$ cat config.mk
export PLATFORM = sky130hd
export DESIGN_NAME = rs_issue_select
export DESIGN_NICKNAME = d
export VERILOG_FILES = /design/src/rtl/rs_issue_select_pkg.sv /design/src/rtl/rs_issue_select_rr_arbiter.sv /design/src/rtl/rs_issue_select.sv
export SDC_FILE = /design/constraint.sdc
export NUM_CORES = 1
export LEC_CHECK = 0
export ABC_AREA = 1
export CAP_MARGIN = 20
export CORE_ASPECT_RATIO = 0.5
export CORE_MARGIN = 3
export CORE_UTILIZATION = 55
export CTS_BUF_LIST = sky130_fd_sc_hd__clkbuf_2
export CTS_CLUSTER_DIAMETER = 100
export CTS_CLUSTER_SIZE = 24
export DETAILED_ROUTE_END_ITERATION = 8
export DONT_BUFFER_PORTS = 1
export GPL_TIMING_DRIVEN = 0
export PLACE_DENSITY_LB_ADDON = 0.25
export SLEW_MARGIN = 0
export SYNTH_ARGS = -nofsm -noshare
export SYNTH_HDL_FRONTEND = slang
export SYNTH_SLANG_ARGS = --single-unit
$ cat constraint.sdc
create_clock -name clk -period 5.9 [get_ports clk]
set_clock_uncertainty 0.1 [all_clocks]
set_input_delay 0.885 -clock clk [delete_from_list [all_inputs] [get_ports clk]]
set_output_delay 0.885 -clock clk [all_outputs]
set_load 0.01 [all_outputs]
$ cat src/rtl/rs_issue_select_pkg.sv
// Shared sizing, entry record and helpers for the ALU reservation-station select stage.
package rs_issue_select_pkg;

  localparam int RS_DEPTH = 8;
  localparam int TAG_W    = 5;
  localparam int DLY_LEN  = 4;
  localparam int RS_IDX_W = $clog2(RS_DEPTH);

  // Cycles an issued entry stays busy after its issue_vld cycle (1..2^DLY_LEN-1).
  localparam logic [DLY_LEN-1:0] RELEASE_DLY = DLY_LEN'(2);

  typedef struct packed {
    logic               busy;
    logic               issued;
    logic [TAG_W-1:0]   tag;
    logic [DLY_LEN-1:0] lat;
    logic [DLY_LEN-1:0] cnt;
  } rs_entry_t;

  // Index of the lowest clear bit; 0 when every bit is set.
  function automatic logic [RS_IDX_W-1:0] lowest_zero(input logic [RS_DEPTH-1:0] v);
    logic [RS_IDX_W-1:0] idx;
    idx = '0;
    for (int i = RS_DEPTH - 1; i >= 0; i--) begin
      if (!v[i]) idx = RS_IDX_W'(i);
      else       idx = idx;
    end
    return idx;
  endfunction

endpackage

$ cat src/rtl/rs_issue_select_rr_arbiter.sv
// Combinational round-robin arbiter: first request at or after ptr, wrapping.
module rr_arbiter
  import rs_issue_select_pkg::*;
(
  input  logic [RS_DEPTH-1:0] req,
  input  logic [RS_IDX_W-1:0] ptr,
  output logic                gnt_any,
  output logic [RS_DEPTH-1:0] gnt_oh,
  output logic [RS_IDX_W-1:0] gnt_idx
);

  logic [RS_DEPTH-1:0] rot_s;
  logic [RS_IDX_W-1:0] off_s;

  // Rotate so ptr lands on bit 0, pick the lowest set bit, rotate the index back.
  always_comb begin
    rot_s = '0;
    off_s = '0;
    for (int i = 0; i < RS_DEPTH; i++) begin
      rot_s[i] = req[RS_IDX_W'(RS_IDX_W'(i) + ptr)];
    end
    for (int i = RS_DEPTH - 1; i >= 0; i--) begin
      if (rot_s[i]) off_s = RS_IDX_W'(i);
      else          off_s = off_s;
    end
    gnt_any = |req;
    gnt_idx = off_s + ptr;
    if (gnt_any) gnt_oh = RS_DEPTH'(1) << gnt_idx;
    else         gnt_oh = '0;
  end

endmodule

$ cat src/rtl/rs_issue_select.sv
// Select/issue stage for the 8-entry ALU RS: entry state, RR grant, issue broadcast, timed release.
// Optional RS_REPLAY_EN adds replay_vld/replay_idx to pull an issued entry back into arbitration.
module rs_issue_select
  import rs_issue_select_pkg::*;
(
  input  logic                clk,
  input  logic                rst_n,
  input  logic                flush,
  input  logic                alloc_vld,
  input  logic [TAG_W-1:0]    alloc_tag,
  input  logic [DLY_LEN-1:0]  alloc_lat,
  output logic                alloc_rdy,
  output logic [RS_IDX_W-1:0] alloc_idx,
  input  logic [RS_DEPTH-1:0] req_i,
  output logic [RS_DEPTH-1:0] busy_o,
  output logic [RS_DEPTH-1:0] issued_o,
  input  logic                fu_rdy,
`ifdef RS_REPLAY_EN
  input  logic                replay_vld,
  input  logic [RS_IDX_W-1:0] replay_idx,
`endif
  output logic                issue_vld,
  output logic [RS_IDX_W-1:0] issue_idx,
  output logic [TAG_W-1:0]    issue_tag,
  output logic [DLY_LEN-1:0]  issue_delay
);

  rs_entry_t           entries_r [RS_DEPTH];
  logic [RS_IDX_W-1:0] rr_ptr_r;
  logic [RS_DEPTH-1:0] busy_s, issued_s, cand_s, gnt_oh_s, replay_hit_s;
  logic [RS_IDX_W-1:0] gnt_idx_s;
  logic                gnt_any_s, grant_s, alloc_s;

  // Flatten entry flags for the wake-up interface and arbitration.
  always_comb begin
    busy_s   = '0;
    issued_s = '0;
    for (int i = 0; i < RS_DEPTH; i++) begin
      busy_s[i]   = entries_r[i].busy;
      issued_s[i] = entries_r[i].issued;
    end
  end

  assign busy_o    = busy_s;
  assign issued_o  = issued_s;
  assign alloc_rdy = ~&busy_s;
  assign alloc_idx = lowest_zero(busy_s);
  assign alloc_s   = alloc_vld & alloc_rdy;
  assign cand_s    = req_i & busy_s & ~issued_s;

  rr_arbiter u_arb (
    .req     (cand_s),
    .ptr     (rr_ptr_r),
    .gnt_any (gnt_any_s),
    .gnt_oh  (gnt_oh_s),
    .gnt_idx (gnt_idx_s)
  );

  // Qualify the grant; a replay aimed at the granted slot suppresses it.
  always_comb begin
    replay_hit_s = '0;
    grant_s      = fu_rdy & gnt_any_s;
`ifdef RS_REPLAY_EN
    for (int i = 0; i < RS_DEPTH; i++) begin
      replay_hit_s[i] = replay_vld && (replay_idx == RS_IDX_W'(i)) && busy_s[i] &&
                        issued_s[i] && (entries_r[i].cnt != '0);
    end
    if (replay_vld && (replay_idx == gnt_idx_s)) grant_s = 1'b0;
    else                                         grant_s = grant_s;
`endif
  end

  // Per-entry state: alloc, grant, release countdown, replay, flush.
  always_ff @(posedge clk or negedge rst_n) begin
    if (!rst_n) begin
      for (int i = 0; i < RS_DEPTH; i++) entries_r[i] <= '0;
    end else if (flush) begin
      for (int i = 0; i < RS_DEPTH; i++) begin
        entries_r[i].busy   <= 1'b0;
        entries_r[i].issued <= 1'b0;
        entries_r[i].cnt    <= '0;
      end
    end else begin
      for (int i = 0; i < RS_DEPTH; i++) begin
        if (replay_hit_s[i]) begin
          entries_r[i].issued <= 1'b0;
          entries_r[i].cnt    <= '0;
        end else if (grant_s && gnt_oh_s[i]) begin
          entries_r[i].issued <= 1'b1;
          entries_r[i].cnt    <= RELEASE_DLY;
        end else if (entries_r[i].issued) begin
          if (entries_r[i].cnt == DLY_LEN'(1)) begin
            entries_r[i].busy   <= 1'b0;
            entries_r[i].issued <= 1'b0;
            entries_r[i].cnt    <= '0;
          end else begin
            entries_r[i].cnt <= entries_r[i].cnt - DLY_LEN'(1);
          end
        end else if (alloc_s && (alloc_idx == RS_IDX_W'(i))) begin
          entries_r[i].busy   <= 1'b1;
          entries_r[i].issued <= 1'b0;
          entries_r[i].tag    <= alloc_tag;
          entries_r[i].lat    <= alloc_lat;
          entries_r[i].cnt    <= '0;
        end
      end
    end
  end

  // Issue broadcast registers and round-robin pointer; payload holds when no grant.
  always_ff @(posedge clk or negedge rst_n) begin
    if (!rst_n) begin
      issue_vld   <= 1'b0;
      issue_idx   <= '0;
      issue_tag   <= '0;
      issue_delay <= '0;
      rr_ptr_r    <= '0;
    end else if (flush) begin
      issue_vld <= 1'b0;
    end else if (grant_s) begin
      issue_vld   <= 1'b1;
      issue_idx   <= gnt_idx_s;
      issue_tag   <= entries_r[gnt_idx_s].tag;
      issue_delay <= entries_r[gnt_idx_s].lat;
      rr_ptr_r    <= gnt_idx_s + RS_IDX_W'(1);
    end else begin
      issue_vld <= 1'b0;
    end
  end

endmodule

==> impl_metrics.py <==
metrics = {
    "power": {
        "p_sw_share_pct": 55.3,
        "power_switching_w": 0.00264,
        "p_clk_share_pct": 10.8,
        "ir_drop_mv": 0.443,
        "p_seq_share_pct": 27.9,
        "intPower_w": 0.00213,
        "power-per-cell-area_mw_per_mm2": 603,
        "combPwrFrac_pct": 61.3,
        "p_leak_nw": 4.06,
    },
    "cells_and_area": {
        "final_cell_count_no_fill": 1112,
        "final_area_sq_mm": 0.00790,
        "drive_above_1_share_pct": 12.3,
        "finalNetCount": 971,
        "fin_util_pct": 61.0,
        "synthToLayoutAreaGrowth_pct": 6.13,
    },
    "critical_path": {
        "crit_type": "reg2reg",
        "crit_top_cell": "nand2_1",
        "cp.arrival_ns": 5.70,
        "critPathSlowestCell": "dfrtp_1",
        "crit-reg2reg-launch": "rr_ptr_r[0]$_DFFE_PN0P_",
        "cp_slowest_stage_delay_ns": 0.52,
        "end_kind": "flop",
        "cp-startpoint": "rr_ptr_r[0]$_DFFE_PN0P_",
        "r2r_setup_slack_ns": 0.73,
        "path_max_fanout": 10,
        "crit_required_ns": 6.42,
        "crit_path_start_kind": "flop",
    },
    "yosys": {
        "ys.flop_type": "dfrtp_1",
        "syn_nets": 950,
        "yosysSeqAreaShare_pct": 45.7,
        "async_flop_share_pct": 100,
        "avgSynthCellArea_sq_um": 8.21,
        "ys_seq_elements": 136,
        "synth_edf_count": 0,
        "synth_area_sq_mm": 0.00745,
        "synth_cell_types": 42,
        "synthCells": 907,
        "yosysWarnings": 0,
    },
    "floorplanning": {
        "start_util_pct": 57.5,
        "core_sq_mm": 0.0130,
        "dieArea_sq_mm": 0.0151,
        "die_w_microns": 171,
        "num_rows": 29,
        "die_y_microns": 88.3,
        "ios": 55,
    },
    "clock_tree": {
        "ctsHtreeMaxLevel": 4,
        "clkSinkCount": 136,
        "cts.root.buffer_cell": "clkbuf_2",
        "cts_resized": 0,
        "ctsHoldBuffers": 2,
        "clkLatencyLatePin_ns": 0.73,
        "cts_tree": "done",
        "cts.clk_slew.worst_paths_ns": 0.22,
        "cts_buffer_depth": 2,
        "cts_buffers": 17,
        "postCtsSetupBuffers": 0,
    },
    "detailed_routing": {
        "post_drt_wl_per_cell_microns": 17.5,
        "drt_first_pass_iters": 5,
        "antenna_left": 0,
        "routed_via_density": 5.76,
        "wl_microns": 19400,
        "drt_iter0_markers": 645,
        "drcViolationCount": 0,
        "vias": 6409,
    },
    "global_route": {
        "grt_max_degree": 137,
        "gr-total-overflow": 0,
        "grt_antenna_before_repair": 1,
        "grt_pass1_wl_microns": 31600,
        "gr-usage-all-layers_pct": 27.2,
        "grt_pass1_vias": 6248,
    },
    "place": {
        "portBuffers": 0,
        "dpl_worst_slack_ns": 0.686,
        "placed_cells": 1077,
        "dp_hpwl_microns": 14000,
        "place_area_sq_mm": 0.00766,
        "gp_congestion": 0.878,
    },
    "timing": {
        "max_freq_mhz": 193,
        "fin_crit_sh_pct": 87.7,
        "finalHoldViolCount": 0,
        "maxSlewHeadroom_pct": 44.7,
        "setup_violations": 0,
        "period_needed_ns": 5.17,
        "drv_slew": 0,
        "tightestPinTransition_ns": 0.826,
        "rsz0062_at_grt": "no",
        "finalSetupTns_ns": 0,
        "layout_setup_ws_ns": 0.725,
    },
    "flow_run": {
        "cap_viol_max_count": 0,
    },
    "status": {
        "outcome": "complete, no violations",
    },
    "worst_hold_path": {
        "min-delay-start": "flush",
        "hp-class": "in2reg",
    },
}
worst max-delay path, delay by kind of cell (launching register included):
kind	cells	cell delay, ns
AND/OR/NAND/NOR	9	1.19
flip-flops	1	0.52
buffers and inverters	8	1.35
adder cells (fa/ha/maj)	4	1.08
XOR/XNOR	1	0.28
AO/OA/AOI/OAI	4	0.56
layout make-up:
class / instances / area, sq um
Clock buffer: 18 / 90.1
Timing Repair Buffer: 2 / 37.5
Inverter: 99 / 374
Multi-Input combinational cell: 629 / 3390
Sequential cell: 136 / 3400
Buffer: 43 / 282
Clock inverter: 14 / 114
Tap cell: 170 / 213
Fill cell: 1150 / 5050
Antenna cell: 1 / 2.50
metal layers:
metal  part of all wire (%)  vias up  track usage, %
met3                    8.4       25            6.51
li1                       -     3047               -
met1                     46     3085            38.4
met2                     44      252            42.2
met5                      0        -               0
met4                    1.4        0            8.83
synthesized netlist by cell type (6+ instances only):
cell        n  area share, %
o21ai_0    30            2.0
nor2_1     42            2.1
nand4_1    15            1.3
buf_4      22            2.2
nor3_1     15            1.0
nand2_2    10           0.84
a21oi_1     6           0.40
inv_1      93            4.7
a221oi_1   18            2.1
xor2_1      9            1.1
o22ai_1     7           0.59
o21ai_1    50            3.4
dfrtp_1   136             46
ha_1       20            3.4
nand3_1    81            5.4
o21ai_2    18            2.1
a22o_1     18            2.1
nand2_1   251             13
nand2_4     9            1.4
clkbuf_1   12           0.60
logic make-up (layout without fill, tap and decap cells):
logic type,after synthesis,after routing,synth area share (%)
AND/OR/NAND/NOR,433,433,26.1
AO/OA/AOI/OAI,161,161,14.1
other,0,1,0
buffers and inverters,142,176,8.80
XOR/XNOR,14,14,1.65
adder cells (fa/ha/maj),21,21,3.63
flip-flops,136,136,45.7
placed cells by master, fill, tap and decap left out, types with 3 or more instances in the layout:
| cell type | synthesis | final |
|---|---|---|
| nor3_1 | 15 | 15 |
| inv_2 | 5 | 5 |
| clkinvlp_4 | 0 | 3 |
| inv_1 | 93 | 93 |
| nand3_1 | 81 | 81 |
| xor2_1 | 9 | 9 |
| buf_6 | 3 | 3 |
| o21ai_1 | 50 | 50 |
| ha_1 | 20 | 20 |
| o22ai_1 | 7 | 7 |
| nand2_1 | 251 | 251 |
| inv_6 | 0 | 6 |
| a21oi_1 | 6 | 6 |
| nand2_4 | 9 | 9 |
| nor2_1 | 42 | 42 |
| nand4_1 | 15 | 15 |
| a221oi_1 | 18 | 18 |
| xnor2_1 | 5 | 5 |
| clkbuf_1 | 12 | 12 |
| clkbuf_2 | 0 | 18 |
| dfrtp_1 | 136 | 136 |
| a22o_1 | 18 | 18 |
| nor2_2 | 3 | 3 |
| o21ai_2 | 18 | 18 |
| buf_4 | 22 | 22 |
| buf_2 | 3 | 3 |
| a31oi_1 | 5 | 5 |
| nand2_2 | 10 | 10 |
| o21ai_0 | 30 | 30 |
flip-flops by register name, summed over array words and instances (netlist names):
signal and flops:
entries_r 104, busy_o 8, issued_o 8, issue_vld 1, issue_idx 3, issue_delay 4, rr_ptr_r 3, issue_tag 5
final timing paths:
kind,cells after the start,endpoint
max,26,entries_r[6]$_DFFE_PN0P_
min,3,entries_r[76]$_DFFE_PN0P_
max reg2reg,26,entries_r[6]$_DFFE_PN0P_
min reg2reg,1,entries_r[0]$_DFFE_PN0P_
max in group asynchronous,2,entries_r[63]$_DFFE_PN0P_
min in group asynchronous,2,entries_r[46]$_DFFE_PN0P_
power by group through the flow:
stage / Sequential, W / Clock [W] / Combinational, W
6_report: 0.00133 / 0.000516 / 0.00292
5_1_grt: 0.00135 / 0.000562 / 0.00325
4_1_cts: 0.00132 / 0.000518 / 0.00288
3_5_place_dp: 0.00134 / 0 / 0.00284
3_3_place_gp: 0.00134 / 0 / 0.00281
2_1_floorplan: 0.00130 / 0 / 0.00212
per-stage QoR:
stage | hold slack, ns | power (W)
2_1_floorplan | 0.342 | 0.00341
3_3_place_gp | 0.359 | 0.00414
3_5_place_dp | 0.372 | 0.00419
4_1_cts | 0.262 | 0.00472
5_1_grt | 0.251 | 0.00517
6_report | 0.293 | 0.00476
No activity file was read; power rests on OpenSTA's default activity.
